$ cat config.mk
export PLATFORM = sky130hd
export DESIGN_NAME = sm_seq_mul
export DESIGN_NICKNAME = d
export VERILOG_FILES = /design/src/rtl/sm_seq_mul.sv
export SDC_FILE = /design/constraint.sdc
export NUM_CORES = 1
export LEC_CHECK = 0
export BUFFER_PORTS_ARGS = -buffer_cell sky130_fd_sc_hd__clkbuf_2
export CAP_MARGIN = 10
export CELL_PAD_IN_SITES_DETAIL_PLACEMENT = 1
export CELL_PAD_IN_SITES_GLOBAL_PLACEMENT = 2
export CORE_AREA = 2 2 74 58
export CTS_BUF_LIST = sky130_fd_sc_hd__clkbuf_2
export CTS_CLUSTER_SIZE = 20
export DETAILED_ROUTE_END_ITERATION = 7
export DIE_AREA = 0 0 76 60
export PLACE_DENSITY = 0.78
export SYNTH_ARGS = -nofsm -noshare
export SYNTH_HDL_FRONTEND = slang
export SYNTH_SLANG_ARGS = --single-unit
$ cat constraint.sdc
create_clock -name clk -period 2.8 [get_ports clk]
set_input_delay 0.14 -clock clk [delete_from_list [all_inputs] [get_ports clk]]
set_output_delay 0.14 -clock clk [all_outputs]
set_load 0.02 [all_outputs]
$ cat src/rtl/sm_seq_mul.sv
// Sequential sign-magnitude multiplier: shift-add over the magnitudes, one multiplier bit per clock.
// Optional macro SM_SEQ_MUL_EARLY_TERM_EN ends RUN as soon as the remaining multiplier bits are all zero.
module sm_seq_mul #(
    parameter int WIDTH = 4,
    parameter int CNT_W = $clog2(WIDTH)
) (
    input  logic                   clk,
    input  logic                   rst,
    input  logic                   start,
    input  logic [WIDTH-1:0]       a,
    input  logic [WIDTH-1:0]       b,
    output logic                   busy,
    output logic                   done,
    output logic [2*(WIDTH-1):0]   product,
    output logic                   zeroFlag
);

    localparam int M = WIDTH - 1;

    localparam logic [0:0] S_IDLE = 1'b0;
    localparam logic [0:0] S_RUN  = 1'b1;

    localparam logic [CNT_W-1:0] LAST_CNT = CNT_W'(M - 1);

    // Handshake: start is sampled only at an edge where busy=0; done pulses for
    // exactly one cycle, coinciding with the product/zeroFlag update.
    logic [0:0]        state_q,   state_d;
    logic [M-1:0]      mcand_q,   mcand_d;
    logic [M-1:0]      mplier_q,  mplier_d;
    logic [2*M-1:0]    acc_q,     acc_d;
    logic [CNT_W-1:0]  cnt_q,     cnt_d;
    logic              sign_q,    sign_d;
    logic [2*M:0]      product_q, product_d;
    logic              zero_q,    zero_d;
    logic              done_q,    done_d;

    logic [2*M-1:0]    mcand_ext;
    logic [2*M-1:0]    addend;
    logic [2*M-1:0]    acc_next;
    logic [M-1:0]      mplier_sh;
    logic              last_step;

    assign mcand_ext = {{M{1'b0}}, mcand_q};
    assign addend    = mcand_ext << cnt_q;
    assign acc_next  = mplier_q[0] ? (acc_q + addend) : acc_q;
    assign mplier_sh = mplier_q >> 1;

`ifdef SM_SEQ_MUL_EARLY_TERM_EN
    assign last_step = (cnt_q == LAST_CNT) || (mplier_sh == '0);
`else
    assign last_step = (cnt_q == LAST_CNT);
`endif

    always_comb begin
        state_d   = state_q;
        mcand_d   = mcand_q;
        mplier_d  = mplier_q;
        acc_d     = acc_q;
        cnt_d     = cnt_q;
        sign_d    = sign_q;
        product_d = product_q;
        zero_d    = zero_q;
        done_d    = 1'b0;
        case (state_q)
            S_IDLE: begin
                if (start) begin
                    mcand_d  = a[M-1:0];
                    mplier_d = b[M-1:0];
                    sign_d   = a[WIDTH-1] ^ b[WIDTH-1];
                    acc_d    = '0;
                    cnt_d    = '0;
                    state_d  = S_RUN;
                end
            end
            S_RUN: begin
                acc_d    = acc_next;
                mplier_d = mplier_sh;
                cnt_d    = cnt_q + CNT_W'(1);
                if (last_step) begin
                    // Sign is dropped on a zero magnitude so -0 never leaves the block.
                    product_d = {sign_q & (acc_next != '0), acc_next};
                    zero_d    = (acc_next == '0);
                    done_d    = 1'b1;
                    state_d   = S_IDLE;
                end
            end
            default: state_d = S_IDLE;
        endcase
    end

    always_ff @(posedge clk) begin
        if (rst) begin
            state_q   <= S_IDLE;
            mcand_q   <= '0;
            mplier_q  <= '0;
            acc_q     <= '0;
            cnt_q     <= '0;
            sign_q    <= 1'b0;
            product_q <= '0;
            zero_q    <= 1'b0;
            done_q    <= 1'b0;
        end else begin
            state_q   <= state_d;
            mcand_q   <= mcand_d;
            mplier_q  <= mplier_d;
            acc_q     <= acc_d;
            cnt_q     <= cnt_d;
            sign_q    <= sign_d;
            product_q <= product_d;
            zero_q    <= zero_d;
            done_q    <= done_d;
        end
    end

    assign busy     = (state_q == S_RUN);
    assign done     = done_q;
    assign product  = product_q;
    assign zeroFlag = zero_q;

endmodule

==> results by group <==
Status
  • Outcome: complete, no violations

Layout
  • Inserted Diodes: 0
  • Non-filler instance count after layout: 218
  • Multi-input gate area: 739 µm²
  • Fraction of layout cells with a size suffix above 1: 18.4%
  • Area grow syn2layout: 12.6%
  • Filler cell count: 476
  • Final #Nets: 182
  • Storage cell area: 500 µm²
  • Final core occ: 37.9%

CTS
  • Clk_lat worst skew: 0.37 ns
  • Cts bufs inserted: 3
  • CTS H-Tree Depth: 1
  • CTS root buffer: clkbuf_2
  • Reg clk slew, reported paths: 0.22 ns
  • Clk buf depth: 2
  • CTS tree: done
  • CTS sink count: 25
  • Post-CTS Setup Inserts: 0

Logic synthesis
  • Top-area cell type share of the netlist area: 38.3%
  • Synthesized instance count: 147
  • Yosys Warn Count: 0
  • Register bit count reported by yosys: 25
  • Synth area leaders: dfxtp_1 (38%), mux2i_1 (9.2%), ha_1 (5.7%), nor2_1 (4.6%), nand2_1 (3.7%)
  • Post-synthesis cell type count: 42
  • Main synth FF type: dfxtp_1
  • Avg Inst Size Synth: 8.89 µm²
  • FFs w/ async S/R, synth: 0%
  • Post-synth top area cell: dfxtp_1
  • Number of synthesized flops with an enable pin: 0
  • Syn nets: 165
  • Seq/Total Area, Yosys: 38.3%
  • Synthesized area: 1310 µm²

Timing
  • Minimum clock period: 2.47 ns
  • Max-Slew Margin vs Limit: 46.6%
  • Setup WS post-layout: 0.331 ns
  • Worst slew pin tran: 0.800 ns
  • Number of setup violations in the final report: 0
  • Final Cycle Share: 88.2%
  • Post-Route Setup TNS: 0 ns
  • Setup Skew: 0.0314 ns
  • Achievable Freq: 405 MHz
  • RSZ-0062 raised after global routing: no
  • Fin. Hold Viols: 0
  • Max-slew violations: 0
  • Final hold slack: 0.0279 ns

Setup path
  • Crit-path cells: mux2_2 > nand2_1 > o21ai_0 > ha_1 > a21o_1 > a21oi_2 > a21oi_1 > nand3b_4 > xor2_2 > o21ai_1
  • CP startpoint kind: flip-flop
  • Critical path peak fanout: 9
  • Max stage delay on crit path: 0.53 ns
  • Worst path arrival time: 2.73 ns
  • CP Data Required Time: 3.06 ns
  • CP endpoint kind: flip-flop
  • Crit Path Class: reg -> reg
  • Slowest CP cell: dfxtp_1

Die
  • Core area: 3880 µm²
  • Rows: 20
  • Initial core utilization: 33.7%
  • Chip height: 60 µm
  • Die ar.: 4560 µm²
  • Ports: 21
  • Horiz. Die Dim: 76 µm

Place
  • Dpl ws: 0.326 ns
  • IO buf count: 20
  • Post-placement cell count: 212
  • Routability-driven placement congestion ratio: 0.894
  • DP HPWL: 2300 µm

Power and ir drop
  • Leak: 0.000640 µW
  • Cell Pwr Density: 415 nW/µm²
  • Max VDD drop: 0.000162 V

Route
  • Via count: 1,103
  • Detail Route Antenna Nets: 0
  • First drt pass iteration count: 4
  • WL/cell: 14.3 µm
  • Via-to-Cell Ratio: 5.06
  • Initial DRC count: 45
  • Routed wire length: 3130 µm
  • Drt drc: 0

Hold path
  • Min-Delay Path Class: in -> reg

Global route
  • Vias in the first global route: 1,082
  • Global-route wire length before repair: 5370 µm
  • Largest net degree at the start of global routing: 24
  • Initial antenna violation count: 0
  • Global route overflow: 0
  • Global Route Usage Sum: 15.2%

Run
  • MaxCap Viol Count: 0
[path summary, 6_finish.rpt]
check	start	to	slack, ns	cells after the start
max	cnt_q[1]$_SDFFE_PP0P_	acc_q[5]$_SDFFE_PP0P_	0.33	10
min	a[2]	mcand_q[2]$_SDFFE_PP0P_	0.03	3
max reg2reg	cnt_q[1]$_SDFFE_PP0P_	acc_q[5]$_SDFFE_PP0P_	0.33	10
min reg2reg	product[5]$_SDFFE_PP0P_	product[5]$_SDFFE_PP0P_	0.48	2
[repair_timing]
item / 4_1_cts / 5_1_grt
resized for setup: 0 / 0
endpoints found under the hold margin: 2 / 0
hold buffers: 2 / 0
[sequential cells by signal (all words and copies together) (netlist names)]
signal / cells
acc_q: 6
busy: 1
cnt_q: 2
done: 1
mcand_q: 3
mplier_q: 3
product: 7
sign_q: 1
zeroFlag: 1
[cell usage in the layout, fill, tap and decap left out, drive strengths merged, types with 3 or more instances in the layout]
cell	instances
a32oi	4
clkbuf	23
mux2i	12
nor2	16
ha	6
a21oi	10
nor3	3
nand2	13
inv	4
o21ai	11
xnor2	3
dfxtp	25
[cell families (layout without fill, tap and decap cells)]
kind of cell | count (synthesis) | count (layout) | synth area share [%]
AOI/OAI and AO/OA | 37 | 37 | 17.9
xor gates and xnor gates | 5 | 5 | 3.93
adders and majority gates | 7 | 7 | 7.28
buffers and inverters | 15 | 31 | 5.08
DFF | 25 | 25 | 38.3
muxes | 13 | 13 | 10.1
and+or+nand+nor | 45 | 45 | 17.4
[synthesized netlist by cell type (all sizes together) (2+ instances only)]
library cell and instances:
buf 8, nand3 2, xor2 2, mux2i 12
a32oi 4, nor2 16, a211oi 2, a31oi 2
ha 6, dfxtp 25, clkbuf 3, a21oi 10
nor3 3, inv 4, nand2 13, nor3b 2
o21ai 11, xnor2 3
[through the flow]
step / area, µm² / total power (µW)
global placement: 1430 / 465
floorplan: 1310 / 445
CTS: 1470 / 623
detailed placement: 1430 / 469
finish: 1470 / 611
global route: 1470 / 655
[area by class of cell]
type / instances / share of cell area, %
tap: 55 / 4.68
sequential: 25 / 34.0
timing repair buffer: 23 / 8.67
inverter: 4 / 1.02
clock inverter: 1 / 0.340
multi-input combinational: 107 / 50.3
clock buffer: 3 / 1.02
[power breakdown]
part           leakage [µW]  total, µW  switching [µW]  internal, µW
clock network     0.0000164        147             114          32.3
registers          0.000203        388            21.3           367
logic              0.000420       76.3            41.3          35.0
[critical path: cells and delay by family, from the launching register on]
family | cells | cell delay [ns]
muxes | 1 | 0.38
AOI/OAI and AO/OA | 5 | 0.66
and+or+nand+nor | 2 | 0.22
DFF | 1 | 0.53
xor gates and xnor gates | 1 | 0.24
adders and majority gates | 1 | 0.35
[per-layer routing]
layer  vias to the layer above  routed length (µm)  global-route usage (%)
li1                        548                   -                       -
met1                       535                1540                    19.8
met2                        16                1450                    26.1
met3                         4                 101                    3.47
met4                         0                  38                    3.38
met5                         -                   0                       0
(Power assumes the default switching activity.)
